## src/rtl/mac2ibuff_pkg.sv

```systemverilog
// Shared types and helpers for the MAC rx -> rx_ibuff ring writer.
package mac2ibuff_pkg;

  typedef enum logic [1:0] {
    IDLE,
    RCV,
    COMMIT,
    DROP
  } state_t;

  // Header word layout: byte length in the low bits, rest zero.
  localparam int unsigned HDR_LEN_LSB = 0;
  localparam int unsigned HDR_LEN_W   = 16;

  // Number of valid bytes in a beat given its byte-enable mask.
  function automatic logic [3:0] valid2cnt(input logic [7:0] mask);
    logic [3:0] cnt;
    cnt = '0;
    for (int unsigned i = 0; i < 8; i++) begin
      cnt = cnt + {3'b000, mask[i]};
    end
    return cnt;
  endfunction

endpackage

```

## src/rtl/mac2ibuff.sv

```systemverilog
// Writes MAC rx frames into the rx ring as [length header][payload...],
// publishing the producer pointer only once a frame is known good.
module mac2ibuff
  import mac2ibuff_pkg::*;
#(
  parameter int unsigned BW           = 9,
  parameter int unsigned MAX_FRAME_QW = 190
) (
  input  logic          clk,
  input  logic          rst,
  input  logic [63:0]   rx_data,
  input  logic [7:0]    rx_data_valid,
  input  logic          rx_good_frame,
  input  logic          rx_bad_frame,
  output logic [BW-1:0] wr_addr,
  output logic [63:0]   wr_data,
  output logic          wr_en,
  output logic [BW:0]   committed_prod,
  input  logic [BW:0]   committed_cons,
  output logic [31:0]   dropped_frames
);

  localparam int unsigned PW = BW + 1;

  state_t          state, state_nxt;
  logic [PW-1:0]   wp, wp_nxt, prod_nxt;
  logic [15:0]     qw_cnt, qw_nxt, byte_cnt, byte_nxt;
  logic            drop_cnted, drop_cnted_nxt;
  logic            wr_en_nxt;
  logic [BW-1:0]   wr_addr_nxt;
  logic [63:0]     wr_data_nxt;
  logic            count_drop;

  logic [PW-1:0]   used;
  logic [PW:0]     free;
  logic            has_room;
  logic            beat, end_good, end_bad, end_any;
  logic [15:0]     beat_bytes;
  logic [PW-1:0]   hdr_p1, hdr_p2, wp_p1, commit_ptr;

  // The header slot is always committed_prod: an aborted frame rewinds simply
  // by never moving it.
  assign used       = committed_prod - committed_cons;
  assign free       = (PW+1)'(2 ** BW) - {1'b0, used};
  assign has_room   = free >= (PW+1)'(MAX_FRAME_QW + 1);
  assign beat       = |rx_data_valid;
  assign end_bad    = rx_bad_frame;
  assign end_good   = rx_good_frame & ~rx_bad_frame;
  assign end_any    = rx_good_frame | rx_bad_frame;
  assign beat_bytes = {12'h000, valid2cnt(rx_data_valid)};
  assign hdr_p1     = committed_prod + PW'(1);
  assign hdr_p2     = committed_prod + PW'(2);
  assign wp_p1      = wp + PW'(1);
  assign commit_ptr = committed_prod + PW'(1) + qw_cnt[PW-1:0];

  // Next-state, next-output and bookkeeping for the frame FSM.
  always_comb begin
    state_nxt      = state;
    wp_nxt         = wp;
    qw_nxt         = qw_cnt;
    byte_nxt       = byte_cnt;
    prod_nxt       = committed_prod;
    drop_cnted_nxt = drop_cnted;
    count_drop     = 1'b0;
    wr_en_nxt      = 1'b0;
    wr_addr_nxt    = wr_addr;
    wr_data_nxt    = wr_data;

    unique case (state)
      IDLE: begin
        drop_cnted_nxt = 1'b0;
        if (beat) begin
          if (has_room) begin
            wr_en_nxt   = 1'b1;
            wr_addr_nxt = hdr_p1[BW-1:0];
            wr_data_nxt = rx_data;
            wp_nxt      = hdr_p2;
            qw_nxt      = 16'd1;
            byte_nxt    = beat_bytes;
            if (end_bad) begin
              count_drop = 1'b1;
            end else if (end_good) begin
              state_nxt = COMMIT;
            end else begin
              state_nxt = RCV;
            end
          end else if (end_any) begin
            count_drop = 1'b1;
          end else begin
            state_nxt = DROP;
          end
        end
      end

      RCV: begin
        if (beat && (qw_cnt >= 16'(MAX_FRAME_QW))) begin
          if (end_any) begin
            count_drop = 1'b1;
            state_nxt  = IDLE;
          end else begin
            state_nxt = DROP;
          end
        end else begin
          if (beat) begin
            wr_en_nxt   = 1'b1;
            wr_addr_nxt = wp[BW-1:0];
            wr_data_nxt = rx_data;
            wp_nxt      = wp_p1;
            qw_nxt      = qw_cnt + 16'd1;
            byte_nxt    = byte_cnt + beat_bytes;
          end
          if (end_bad) begin
            count_drop = 1'b1;
            state_nxt  = IDLE;
          end else if (end_good) begin
            state_nxt = COMMIT;
          end
        end
      end

      COMMIT: begin
        wr_en_nxt   = 1'b1;
        wr_addr_nxt = committed_prod[BW-1:0];
        wr_data_nxt = 64'(byte_cnt) << HDR_LEN_LSB;
        prod_nxt    = commit_ptr;
        state_nxt   = IDLE;
        // A beat here starts a frame we cannot take; it is counted now, so
        // DROP must not count it again when its end pulse arrives.
        if (beat) begin
          count_drop = 1'b1;
          if (!end_any) begin
            state_nxt      = DROP;
            drop_cnted_nxt = 1'b1;
          end
        end
      end

      DROP: begin
        if (end_any) begin
          count_drop = ~drop_cnted;
          state_nxt  = IDLE;
        end
      end

      default: state_nxt = IDLE;
    endcase
  end

  // Registered state and outputs with synchronous active-low reset.
  always_ff @(posedge clk) begin
    if (!rst) begin
      state          <= IDLE;
      wp             <= '0;
      qw_cnt         <= '0;
      byte_cnt       <= '0;
      drop_cnted     <= 1'b0;
      wr_en          <= 1'b0;
      wr_addr        <= '0;
      wr_data        <= '0;
      committed_prod <= '0;
      dropped_frames <= '0;
    end else begin
      state          <= state_nxt;
      wp             <= wp_nxt;
      qw_cnt         <= qw_nxt;
      byte_cnt       <= byte_nxt;
      drop_cnted     <= drop_cnted_nxt;
      wr_en          <= wr_en_nxt;
      wr_addr        <= wr_addr_nxt;
      wr_data        <= wr_data_nxt;
      committed_prod <= prod_nxt;
      if (count_drop && (dropped_frames != '1)) begin
        dropped_frames <= dropped_frames + 32'd1;
      end
    end
  end

endmodule

```

## config.mk

```make
export PLATFORM = sky130hd
export DESIGN_NAME = mac2ibuff
export DESIGN_NICKNAME = d
export VERILOG_FILES = /design/src/rtl/mac2ibuff_pkg.sv /design/src/rtl/mac2ibuff.sv
export SDC_FILE = /design/constraint.sdc
export NUM_CORES = 1
export LEC_CHECK = 0
export ABC_AREA = 0
export BUFFER_PORTS_ARGS = -buffer_cell sky130_fd_sc_hd__buf_4
export CAP_MARGIN = 20
export CORE_MARGIN = 3
export CORE_UTILIZATION = 35
export CTS_CLUSTER_DIAMETER = 60
export DETAILED_ROUTE_END_ITERATION = 7
export PLACE_DENSITY = 0.67
export RECOVER_POWER = 25
export SETUP_SLACK_MARGIN = 0.2
export SLEW_MARGIN = 20
export SYNTH_ARGS = -nofsm -noshare
export SYNTH_HDL_FRONTEND = slang
export SYNTH_SLANG_ARGS = --single-unit
```

## constraint.sdc

```tcl
create_clock -name clk -period 5.85 [get_ports clk]
set_input_delay 1.17 -clock clk [delete_from_list [all_inputs] [get_ports clk]]
set_output_delay 1.17 -clock clk [all_outputs]
set_load 0.005 [all_outputs]
```

Yosys cells after proc, flatten, opt, wreduce, memory -nomap -nowiden:

Cells that the tools add are included.

* register bits after elaboration: 161
* output and inout port bits: 116

* add/subtract/negate cells: 16
* magnitude comparators: 2
* equality and inequality tests: 14
* muxes and demuxes: 52
* bitwise operators: 4
* reductions and logical operators: 11

Operator list (count)
* two-way mux 64 bit: 4
* one-hot mux 64 bit (3 select lines): 1
* two-way mux 16 bit: 8
* one-hot mux 16 bit (2 select lines): 2
* two-way mux 10 bit: 4
* two-way mux 9 bit: 4
* adder 32 x 1 -> 32 bit (second input constant): 1
* inequality test 32 bit (second input constant): 1
* one-hot mux 9 bit (3 select lines): 1
* two-way mux 2 bit: 11
* adder 10 x 1 -> 10 bit (second input constant): 2
* one-hot mux 10 bit (2 select lines): 1
* adder 16 x 1 -> 16 bit (second input constant): 1
* adder 16 x 4 -> 16 bit: 1
* adder 4 x 1 -> 4 bit: 4
* greater-or-equal comparator 16 x 8 -> 1 bit (second input constant): 1
* AND reduction 5 bit: 3
* inequality test 2 bit (second input constant): 7
* two-way mux 1 bit: 12
* greater-or-equal comparator 11 x 8 -> 1 bit (second input constant): 1
* subtractor 10 x 10 -> 11 bit (first input constant): 1
* adder 10 bit: 1
* adder 10 x 2 -> 10 bit (second input constant): 1
* subtractor 10 bit: 1
* other kinds (20): 25

Logic depth before layout (Yosys ltp):

* word-level depth: 11
* depth in mapped cells: 15
* depth with buffers taken out: 15

Least setup slack after synthesis:

No wires, ideal clock.

* path type: input port to flip-flop
* from: input rx_data_valid[0]
* to: register byte_cnt[15]
* setup time: 72 ps
* arrival time: 4725 ps
* data required time: 5778 ps
* setup slack: 1053 ps
* stages on the path: 14
* buffers on the path: 0
* cell sequence: fa_1 > inv_1 > fa_1 > fa_1 > inv_1 > ha_1 > fa_1 > ha_1 > a21o_1 > a21o_1 > a21o_1 > nand2_1 > or4_1 > a21oi_1

* longest elaborated chain between the ends: 11

Ends and longest elaborated chain
* start, declared: line mac2ibuff.sv:12 `input logic [7:0] rx_data_valid,`
* adder 1 x 1 -> 2 bit: line mac2ibuff_pkg.sv:20 `cnt = cnt + {3'b000, mask[i]};`
* adder 2 x 1 -> 3 bit: line mac2ibuff_pkg.sv:20
* adder 3 x 1 -> 4 bit: line mac2ibuff_pkg.sv:20
* adder 4 x 1 -> 4 bit (4 in a row): line mac2ibuff_pkg.sv:20
* adder 16 x 4 -> 16 bit: line mac2ibuff.sv:110 `byte_nxt = byte_cnt + beat_bytes;`
* two-way mux 16 bit: line mac2ibuff.sv:104 `if (beat) begin`
* two-way mux 16 bit: line mac2ibuff.sv:96 `if (beat && (qw_cnt >= 16'(MAX_FRAME_QW))) begin`
* one-hot mux 16 bit (2 select lines): line mac2ibuff.sv:69 `unique case (state)`
* end signal, assigned: line mac2ibuff.sv:166 `byte_cnt <= byte_nxt;`
* end, declared: line mac2ibuff.sv:27 `logic [15:0] qw_cnt, qw_nxt, byte_cnt, byte_nxt;`

Parallel ways exist; a longest one is shown, timed or not. The select of a mux whose other input is x is not followed.
A chain may end at the register's enable or synchronous reset.

Worst setup path in the final report:

* from: input rst
* to: register wp[6]

RTL lines
* start, declared: line mac2ibuff.sv:10 `input logic rst,`
* end signal, assigned: line mac2ibuff.sv:164 `wp <= wp_nxt;`
* end, declared: line mac2ibuff.sv:26 `logic [PW-1:0] wp, wp_nxt, prod_nxt;`

No word-level cell between the ends.

==> results.cfg <==
[status]
status = finished, violations left
violations = capacitance limit, slew limit

[clock_tree]
cts_resized = 0
cts_tree = done
clock_path_buffers = 2
ctsHtreeMaxLevel = 4
cts_setup_buffers = 0
numCtsBuffers = 17
postCtsHoldBufs = 0
cts_root_buffer = clkbuf_16
clock_latency_ns = 0.44
clock_sinks = 160
clk_pin_slew_ns = 0.07

[timing]
period_minus_slack_ns = 4.84
worstMarginPinSlew_ns = 3.71
clock.fmax_ghz = 0.207
setup_viol = 0
period_share_pct = 82.7
slew_violations = 114
relSlewSlack_pct = -147
tns_ns = 0
hold_slack_ns = 0.452
hold_viol = 0
fin_skew_ns = 0.0149
rsz0062_at_grt = no

[worst_setup_path]
worst_ep_required_time_ns = 6.01
path_class = input port to register
path_cells = clkbuf_1, clkinv_1, clkbuf_1, o32ai_1
cp_max_fo = 76
start_kind = input port
crit_top_cell = clkbuf_1
slowest_delay_ns = 2.63
cp_data_arrival_time_ns = 5.00
crit_path_top_delay_cell = clkbuf_1
cp-end-kind = register

[drt]
wl_um = 24400
highest_layer = met4
avgViaCountPerCell = 5.34
drtAntennaViolNets = 0
met3_wirelength_um = 1560
drt_iter0_drc = 737
vias = 8520
drc = 0
wl_met2_um = 11300
dr.pass1.iters = 5
wl_met1_um = 11200
wl_per_cell_um = 15.3

[power]
ir_worst_vdd_mv = 0.191
leakagePower_uw = 0.00448
cellPowerDensity_nw_per_um2 = 378

[synth]
yosys_warnings = 0
syn_area_um2 = 8840
ys_seq_area_share_pct = 36.2
netlist.area_leader.share_pct = 36.2
ys_seq_elements = 160
netlist_instances = 1093
async_flop_share_pct = 0
synth_area_per_cell_um2 = 8.09
synth_area_leaders = dfxtp_1 36%, nand3_1 7.8%, ha_1 5.4%
synth_most_common_cell = dfxtp_1
syn-num-nets = 1224
ys.flop_type = dfxtp_1
netlist_top_cells_count = 160 x dfxtp_1, 138 x nand3_1, 98 x nor2_1
synth_cell_types = 68
synth_edf_count = 0
synth_area_leader_cell = dfxtp_1

[global_route]
grt_max_degree = 85
grt-ovfl-total = 0
grt_pass1_vias = 7641
track_usage_pct = 17.3
antenna_found_initial = 0
grt_first_pass_wirelength_um = 38500

[floorplan]
io_pins = 202
dieArea_um2 = 27200
die_y_um = 165
die_x_um = 165
start_util_pct = 35.9
rows = 57
coreArea_um2 = 24600

[place]
hpwl_um = 17400
place.gp.congestion = 0.839
port_buffers = 201

[layout]
n_fill_cell = 2515
area_delta_synth_final_pct = 25.7
fin_util_pct = 45.1
layout-drive-gt1-share_pct = 18.8
final_net_count = 1389
diodes = 0

[job]
drv_cap = 2

[min_path]
hp-class = register to register
## stage by stage
| stage | setup slack, ns | instances | area (um2) | total power, uW |
|---|---|---|---|---|
| 3_3_place_gp | 0.760 | 1563 | 10600 | 3090 |
| 2_1_floorplan | 1.05 | 1093 | 8840 | 2480 |
| 3_5_place_dp | 0.719 | 1563 | 10600 | 3110 |
| 5_1_grt | 0.727 | 1595 | 11100 | 4500 |
| 4_1_cts | 1.16 | 1595 | 11200 | 4290 |
| 6_report | 1.01 | 1595 | 11100 | 4200 |
## worst paths after layout
| path | to | cells after the start | startpoint | slack (ns) |
|---|---|---|---|---|
| max | wp[6] | 4 | rst | 1.01 |
| min | wr_addr[1] | 2 | wr_addr[1] | 0.45 |
| max reg2reg | wr_addr[8] | 15 | committed_prod[0] | 1.25 |
| min reg2reg | wr_addr[1] | 2 | wr_addr[1] | 0.45 |
## critical path, delay by kind of cell
family / cells / cell delay [ns]
buffers and inverters: 3 / 3.42
AOI/OAI and AO/OA: 1 / 0.36
## cell type report
type | instances | area [um2] | share of cell area, %
well taps | 324 | 405 | 3.65
clock inverters | 15 | 184 | 1.66
multi-input cells | 819 | 5200 | 46.8
clock buffers | 17 | 425 | 3.83
repair buffers | 216 | 1520 | 13.7
flip-flops and latches | 160 | 3200 | 28.8
inverters | 44 | 165 | 1.49
## registers in the layout, summed over array words and instances, names as in the netlist, 2 cells and up
signal	flops
committed_prod	10
state	2
dropped_frames	32
qw_cnt	16
byte_cnt	16
wr_addr	9
wp	9
wr_data	64
## where the power goes
| part | switching [uW] | internal (uW) |
|---|---|---|
| sequential | 142 | 1310 |
| combinational | 958 | 619 |
| clock | 518 | 653 |
| total | 1620 | 2580 |
## metal layers
layer | vias up | GRT usage, %
li1 | 4288 | -
met4 | 0 | 4.46
met5 | - | 0
met1 | 3962 | 23.3
met3 | 27 | 3.86
met2 | 243 | 28.1
## layout by cell type, fill, tap and decap left out, types with 20 or more instances in the layout
master and instances:
dfxtp_1 160, buf_4 149, nand3_1 138, nor2_1 98, o21ai_0 78, a21oi_1 71, nand2_1 66, inv_1 42
clkbuf_4 41, ha_1 37, mux2i_1 30, a211oi_1 30, clkbuf_1 26, xor2_1 24, xnor2_1 22, o31ai_1 20
## cells by family after synthesis
| group | synth area share (%) |
|---|---|
| DFF | 36.2 |
| adders and majority gates | 6.96 |
| buffers and inverters | 5.08 |
| xor gates and xnor gates | 4.83 |
| muxes | 3.40 |
| and+or+nand+nor | 23.6 |
| AOI/OAI and AO/OA | 19.9 |
(Power assumes the default switching activity.)
